--- src/rtl/cic_interp_core.sv ---
// N-stage CIC interpolator: comb section on the low-rate strobe, zero-stuffed integrators on the
// high-rate strobe, rate-dependent renormalising shift and bw-bit clip. Define CIC_INTERP_ROUND_EN for round-half-up.
module cic_interp_core #(
  parameter int bw               = 16,
  parameter int N                = 4,
  parameter int log2_of_max_rate = 7
) (
  input  logic                 clock,
  input  logic                 reset_n,
  input  logic                 enable,
  input  logic [7:0]           rate,
  input  logic                 strobe_in,
  input  logic                 strobe_out,
  input  logic signed [bw-1:0] signal_in,
  output logic signed [bw-1:0] signal_out,
  output logic                 strobe_valid
);

  localparam int W  = bw + N*log2_of_max_rate;
  localparam int SW = $clog2(W+1);
  localparam logic signed [W:0] SAT_MAX = {{(W+2-bw){1'b0}}, {(bw-1){1'b1}}};
  localparam logic signed [W:0] SAT_MIN = {{(W+2-bw){1'b1}}, {(bw-1){1'b0}}};

  // (N-1)*ceil(log2(R)), with R of 0/1 giving 0 and oversized R clamped to the max rate.
  function automatic logic [SW-1:0] f_shift_amt(input logic [7:0] r);
    logic [7:0] rm1;
    int         k;
    k   = 0;
    rm1 = r - 8'd1;
    if (r > 8'd1) begin
      for (int i = 0; i < 8; i++) begin
        if (rm1[i]) k = i + 1;
      end
    end
    if (k > log2_of_max_rate) k = log2_of_max_rate;
    return SW'((N-1)*k);
  endfunction

  // One guard bit above W so the rounding offset can never wrap before the clip.
  function automatic logic signed [W:0] f_round_shift(input logic signed [W-1:0] v,
                                                      input logic [SW-1:0]      sh);
    logic signed [W:0] ext;
`ifdef CIC_INTERP_ROUND_EN
    logic [W:0] half;
    half = '0;
    if (sh != '0) half[sh - SW'(1)] = 1'b1;
    ext = {v[W-1], v} + $signed(half);
`else
    ext = {v[W-1], v};
`endif
    return ext >>> sh;
  endfunction

  function automatic logic signed [bw-1:0] f_sat(input logic signed [W:0] v);
    if (v > SAT_MAX)      return SAT_MAX[bw-1:0];
    else if (v < SAT_MIN) return SAT_MIN[bw-1:0];
    else                  return v[bw-1:0];
  endfunction

  logic signed [W-1:0]  r_sampler;
  logic signed [W-1:0]  r_diff  [N];
  logic signed [W-1:0]  r_comb  [N];
  logic signed [W-1:0]  r_integ [N];
  logic                 r_pending;
  logic [SW-1:0]        r_shift;
  logic                 r_strobe_pipe_p1;
  logic signed [bw-1:0] r_signal_out_p2;
  logic                 r_vld_p2;

  logic signed [W-1:0]  w_signal_in_ext;
  logic signed [W-1:0]  w_integ_in;
  logic signed [W:0]    w_shifted;
  logic signed [bw-1:0] w_clipped;

  assign w_signal_in_ext = {{(W-bw){signal_in[bw-1]}}, signal_in};
  assign w_integ_in      = r_pending ? r_comb[N-1] : '0;
  assign w_shifted       = f_round_shift(r_integ[N-1], r_shift);
  assign w_clipped       = f_sat(w_shifted);

  // Stage p0: comb section at the input rate
  always_ff @(posedge clock or negedge reset_n) begin
    if (!reset_n) begin
      r_sampler <= '0;
      r_shift   <= '0;
      for (int i = 0; i < N; i++) begin
        r_diff[i] <= '0;
        r_comb[i] <= '0;
      end
    end else if (!enable) begin
      r_sampler <= '0;
      r_shift   <= '0;
      for (int i = 0; i < N; i++) begin
        r_diff[i] <= '0;
        r_comb[i] <= '0;
      end
    end else if (strobe_in) begin
      r_sampler <= w_signal_in_ext;
      r_shift   <= f_shift_amt(rate);
      r_diff[0] <= r_sampler;
      r_comb[0] <= r_sampler - r_diff[0];
      for (int i = 1; i < N; i++) begin
        r_diff[i] <= r_comb[i-1];
        r_comb[i] <= r_comb[i-1] - r_diff[i];
      end
    end
  end

  // Stage p0: integrators at the output rate; a coincident strobe_in re-arms pending
  always_ff @(posedge clock or negedge reset_n) begin
    if (!reset_n) begin
      r_pending <= 1'b0;
      for (int i = 0; i < N; i++) r_integ[i] <= '0;
    end else if (!enable) begin
      r_pending <= 1'b0;
      for (int i = 0; i < N; i++) r_integ[i] <= '0;
    end else begin
      if (strobe_out) begin
        r_integ[0] <= r_integ[0] + w_integ_in;
        for (int i = 1; i < N; i++) r_integ[i] <= r_integ[i] + r_integ[i-1];
      end
      if (strobe_in)       r_pending <= 1'b1;
      else if (strobe_out) r_pending <= 1'b0;
    end
  end

  // Stage p1 -> p2: delayed strobe, renormalise and clip into the output register
  always_ff @(posedge clock or negedge reset_n) begin
    if (!reset_n) begin
      r_strobe_pipe_p1 <= 1'b0;
      r_vld_p2         <= 1'b0;
      r_signal_out_p2  <= '0;
    end else if (!enable) begin
      r_strobe_pipe_p1 <= 1'b0;
      r_vld_p2         <= 1'b0;
      r_signal_out_p2  <= '0;
    end else begin
      r_strobe_pipe_p1 <= strobe_out;
      r_vld_p2         <= r_strobe_pipe_p1;
      if (r_strobe_pipe_p1) r_signal_out_p2 <= w_clipped;
    end
  end

  assign signal_out   = r_signal_out_p2;
  assign strobe_valid = r_vld_p2;

endmodule
--- config.mk ---
export PLATFORM = sky130hd
export DESIGN_NAME = cic_interp_core
export DESIGN_NICKNAME = d
export VERILOG_FILES = /design/src/rtl/cic_interp_core.sv
export SDC_FILE = /design/constraint.sdc
export NUM_CORES = 2
export LEC_CHECK = 0
export ABC_AREA = 1
export CAP_MARGIN = 20
export CORE_ASPECT_RATIO = 0.7
export CORE_MARGIN = 2
export CORE_UTILIZATION = 60
export CTS_CLUSTER_DIAMETER = 40
export DETAILED_ROUTE_END_ITERATION = 16
export HOLD_SLACK_MARGIN = 0.15
export PLACE_DENSITY = 0.87
export SYNTH_ARGS = -nofsm -noshare
export SYNTH_HDL_FRONTEND = slang
export SYNTH_SLANG_ARGS = --single-unit
--- constraint.sdc ---
create_clock -name clock -period 3.3 [get_ports clock]
set_input_delay 0.99 -clock clock [delete_from_list [all_inputs] [get_ports clock]]
set_output_delay 0.99 -clock clock [all_outputs]
set_load 0.02 [all_outputs]
# Word level (Yosys, flattened, before mapping)
# Index checks and enable logic that the tools add are counted.
# word_totals
register_bits	597
in_bits	29
output_inout_bits	17
elab_cells	71
# op_classes
n_addsub	9
multipliers	1
magnitude_cmp	4
eq_ne	4
shift	1
muxes	34
# op_table
operator	count
$mux W176	6
$mux W32	13
$add A44 B44 Y44	4
$sub A44 B44 Y44	4
$mux W44	3
$mux W16	4
$gt A45 B16 Y1 const B	1
$lt A45 B16 Y1 const B	1
$sshr A44 B6 Y45	1
$gt A32 B4 Y1 const B	1
$mul A3 B32 Y6 const A	1
$mux W6	2
$gt A8 B1 Y1 const B	1
$sub A8 B1 Y8 const B	1
$mux W1	6
$ne A2 B1 Y1 const B	3
$ne A3 B1 Y1 const B	1

# Logic depth before layout (Yosys ltp)
# depth
ltp_word	19
ltp_mapped	22
depth_no_buf	20

# Least setup slack after synthesis
# Ideal clock, no wire load.
# synth_path
path_kind	in2reg
from	in rate[1]
to	reg r_shift[3]
setup_time_ns	0.083
t_arrival_ns	3.066
t_required_ns	3.217
setup_slack_ns	0.151
path_stages	14
n_path_buf	0
cell_sequence	nor2_1 > nand2_1 > nor3_1 > nor3b_1 > nor2_1 > nor2_1 > inv_1 > nor2_1 > a21oi_1 > ha_1 > ha_1 > inv_1 > fa_1 > o22ai_1
# synth_via
elab_chain_cells	18
word_cells_on_any_way	19
classes_between	add/sub: 1; mul: 1; order compare: 2; mux: 15
# synth_lines
element	line	text
start, declared	11	input logic [7:0] rate,
$sub A8 B1 Y8	29	rm1 = r - 8'd1;
$mux W32 (7 in series)	32	if (rm1[i]) k = i + 1;
$mux W32 (*)	30	if (r > 8'd1) begin
$mux W32 (*)	96	end else if (strobe_in) begin
$mux W32 (*)	89	end else if (!enable) begin
$gt A32 B4 Y1	35	if (k > log2_of_max_rate) k = log2_of_max_rate;
$mux W32 (*)	35	
$mux W32 (*)	96	
$mux W32 (*)	89	
$mul A3 B32 Y6 (*)	36	return SW'((N-1)*k);
$mux W6 (*)	96	
$mux W6 (*)	89	
end signal, assigned	98	r_shift <= f_shift_amt(rate);
end, declared	65	logic [SW-1:0] r_shift;
# Mark *: on every way between the ends. The rest lies on a longest branch, timed or not. The select of a mux whose other input is x is not followed.
# A chain may end at the register's enable or synchronous reset.

# Worst setup path after layout
# layout_path
from	in rate[0]
to	reg r_shift[3]
# layout_via
elab_chain_cells	19
word_cells_on_any_way	20
classes_between	add/sub: 1; mul: 1; order compare: 2; mux: 16
# layout_lines
element	line
$sub A8 B1 Y8	29
$mux W1	32
$mux W32 (7 in series)	32
$mux W32 (*)	30
$mux W32 (*)	96
$mux W32 (*)	89
$gt A32 B4 Y1	35
$mux W32 (*)	35
$mux W32 (*)	96
$mux W32 (*)	89
$mul A3 B32 Y6 (*)	36
$mux W6 (*)	96
$mux W6 (*)	89
# Marked as above.

==> summary.txt <==
STA
  – Final setup violation count: 0
  – Final Max Slew Viols: 0
  – Worst-Margin Slew: 0.936 ns
  – Crit share post-route: 95.8%
  – RSZ-0062 raised after global routing: true
  – Final WS setup: 0.140 ns
  – Post-layout min period: 3.16 ns
  – Final hold violation count: 0
  – Skew final: 0.0383 ns
  – Slew Limit Headroom: 37.6%
  – Max Clock Freq: 0.316 GHz

Final layout
  – FILL cells: 6,093
  – Layout cells sized above 1: 4.95%
  – Layout area overhead: 11.4%
  – Diodes inserted: 0
  – Non-filler instance count after layout: 7,280
  – Post-route cell area: 47,100 um2
  – Final net count: 6,667

Critical path
  – CP max FO: 3
  – CP required: 3.85 ns
  – Crit path launch type: primary input
  – CP Capture Type: flip-flop
  – CP Data Arrival Time: 3.71 ns
  – Critical path type: primary input to flip-flop

Clocking
  – CTS Hold Bufs: 0
  – Post-CTS Setup Bufs: 0
  – Total CTS buffers: 77
  – Register clock-pin slew on the reported worst setup and hold paths: 0.06 ns
  – Worst skew pair latency: 0.66 ns
  – Longest Clk Path Bufs: 3
  – Clock Sinks: 541
  – CTS tree: yes
  – CTS Root Buffer Type: clkbuf_16
  – H-tree Lvls: 3

Placement
  – Placed Instance Area: 44,200 um2
  – Gp weighted congestion: 1.04
  – Placed insts: 7,138
  – Buffers added on ports: 45
  – Pre-CTS WS: -0.525 ns
  – Post-DP HPWL: 107 mm

Die
  – Starting density of the core: 60.5%
  – Die Y: 226 um
  – # rows: 81
  – Die Wd: 321 um
  – Die area: 72,600 um2
  – Core Region: 69,800 um2
  – Ports: 46

Power and ir drop
  – NetSw: 12.4 mW
  – VDD IR-drop max: 0.509 mV
  – Internal power: 16.7 mW
  – Reg power frac: 28.0%
  – Sw Ratio: 42.7%
  – Logic pwr share: 41.3%
  – Power per cell area: 617 nW/um2
  – Clk network pwr share: 30.7%
  – Final Power: 29.1 mW
  – Leak pwr: 23.5 nW

Logic synthesis
  – Number of synthesized flops with an enable pin: 0
  – Synth Area in Adders: 10.1%
  – Post-Syn Nets: 6,610
  – Post-synthesis simple-gate area fraction: 25.1%
  – Syn. warnings: 0
  – Cells after Synth: 6,247
  – Post-synth ARST share: 100%
  – XOR/XNOR share of the synthesized area: 0.787%
  – Most frequent cell after synthesis: nand2_1
  – Count of different cell masters after synthesis: 56
  – Post-synthesis mux area share: 0.0710%
  – Top cells by area, synth: dfrtp_1 32%, nand2_1 13%, ha_1 9.6%
  – Number of synthesized register bits: 541
  – Netlist Area Pre-Place: 42,300 um2
  – Top FF cell, synth: dfrtp_1
  – Avg Cell Area, Syn: 6.77 um2
  – Post-synth top cells: 1,447 x nand2_1, 883 x inv_1, 667 x o21ai_0
  – Yosys top cell area share: 32.0%
  – Post-synth top area cell: dfrtp_1
  – Sequential area share after synthesis: 32.0%
  – Post-synthesis compound-gate area fraction: 22.3%
  – Largest family of logic cells by synthesized area: simple AND/OR/NAND/NOR gates

Global route
  – Overall Global Routing Usage: 37.8%
  – GRT Residual Overflow: 0
  – Vias in the first global route: 40,300
  – Global-route wire length before repair: 219 mm
  – Pin count of the biggest net entering global routing: 99
  – Number of antenna violations at the first check in global routing: 5

Min path
  – Worst Hold Class: primary input to asynchronous set/reset pin

Drt
  – Detail Route Antenna Nets: 0
  – # DRC: 0
  – Initial DRT Pass Iterations: 6
  – Post-Route WL: 139 mm
  – Iter 0 DRT Violations: 5,295
  – Vias: 44,000
  – WL/cell: 19.1 um
  – Post-DR vias/cell: 6.04

Flow run
  – # Max-Cap Violations: 0

Run status
  – Status: completed
## registers in the layout, indices dropped and copies added (netlist names)
name,count
signal_out,16
r_pending,1
r_integ,176
strobe_valid,1
r_sampler,16
r_comb,176
r_diff,148
r_shift,6
r_strobe_pipe_p1,1
## per-stage QoR
stage / hold WS [ns] / util [%] / setup TNS [ns]
final: 0.290 / 67.4 / 0
after CTS: 0.287 / 67.4 / 0
after global routing: 0.321 / 67.4 / -0.000483
after detailed placement: 0.466 / 63.4 / -1.08
after global placement: 0.465 / 63.4 / -1.27
after floorplan: 0.449 / - / 0
## cell usage in the layout, fill, tap and decap left out, types with 22 or more instances in the layout
master / netlist / layout
a31oi_1: 62 / 62
o21ai_0: 667 / 665
xor2_1: 31 / 31
buf_4: 6 / 69
nand2_1: 1447 / 1445
o21bai_1: 63 / 62
nand4_1: 38 / 38
nand3_1: 337 / 336
o22ai_1: 187 / 187
o31ai_1: 28 / 28
inv_1: 883 / 879
a21o_1: 44 / 44
dfrtp_1: 541 / 541
nor3_1: 59 / 58
buf_12: 0 / 27
ha_1: 323 / 322
and3_1: 22 / 22
clkbuf_16: 0 / 82
nor2_1: 619 / 616
a21oi_1: 520 / 517
clkdlybuf4s50_1: 0 / 43
## power by group through the flow
stage	clock, mW	sequential, mW	combinational (mW)
2_1_floorplan	0	7.93	8.24
3_3_place_gp	0	8.16	11.3
3_5_place_dp	0	8.20	11.5
4_1_cts	8.99	8.10	11.6
5_1_grt	9.27	8.18	13.4
6_report	8.92	8.13	12.0
## timing repair
action,in CTS,in global routing
setup endpoints to repair,0,10
endpoints found under the hold margin,0,0
gates resized for setup,0,17
## worst max-delay path: stages
cell and delay (ns):
clkdlybuf4s50_1 0.49, inv_2 0.06, ha_2 0.18, buf_4 0.14, nand3_1 0.09, xor2_1 0.16, nand2_1 0.08, nor2_1 0.10
inv_1 0.08, nor2_4 0.13, a21oi_2 0.07, ha_1 0.32, ha_1 0.20, inv_1 0.06, fa_1 0.40, o22ai_1 0.15
## worst paths after layout
check	from	end	slack, ns	cells after the start
max	rate[0]	r_shift[3]$_DFFE_PN0P_	0.14	16
min	reset_n	r_integ[101]$_DFFE_PN0P_	0.29	1
max reg2reg	r_integ[46]$_DFFE_PN0P_	r_integ[79]$_DFFE_PN0P_	0.23	13
min reg2reg	r_comb[30]$_DFFE_PN0P_	r_comb[30]$_DFFE_PN0P_	0.48	2
max in group asynchronous	reset_n	r_comb[128]$_DFFE_PN0P_	2.18	2
min in group clock	r_comb[30]$_DFFE_PN0P_	r_comb[30]$_DFFE_PN0P_	0.48	2
## layout make-up
cell class                      instances  area (um2)  area share, %
Clock buffer                           95        2200           4.67
Clock inverter                         47         601           1.28
Inverter                              888        3350           7.11
Multi-Input combinational cell       4655       24700           52.5
Sequential cell                       541       13500           28.7
Tap cell                              913        1140           2.43
Timing Repair Buffer                  141        1520           3.22
## cells by family (layout without fill, tap and decap cells)
kind of cell,after synthesis,after routing
AO/OA/AOI/OAI,1685,1685
XOR/XNOR,38,38
adder cells (fa/ha/maj),334,334
buffers and inverters,1051,1171
flip-flops,541,541
multiplexers,3,3
AND/OR/NAND/NOR,2595,2595
## routing by layer
| layer | GRT usage [%] | share of wire [%] |
|---|---|---|
| met5 | 0 | 0.038 |
| met4 | 9.51 | 2.3 |
| met3 | 8.04 | 11 |
| met2 | 53.7 | 40 |
| met1 | 58.0 | 47 |
No activity file was read; power rests on OpenSTA's default activity.
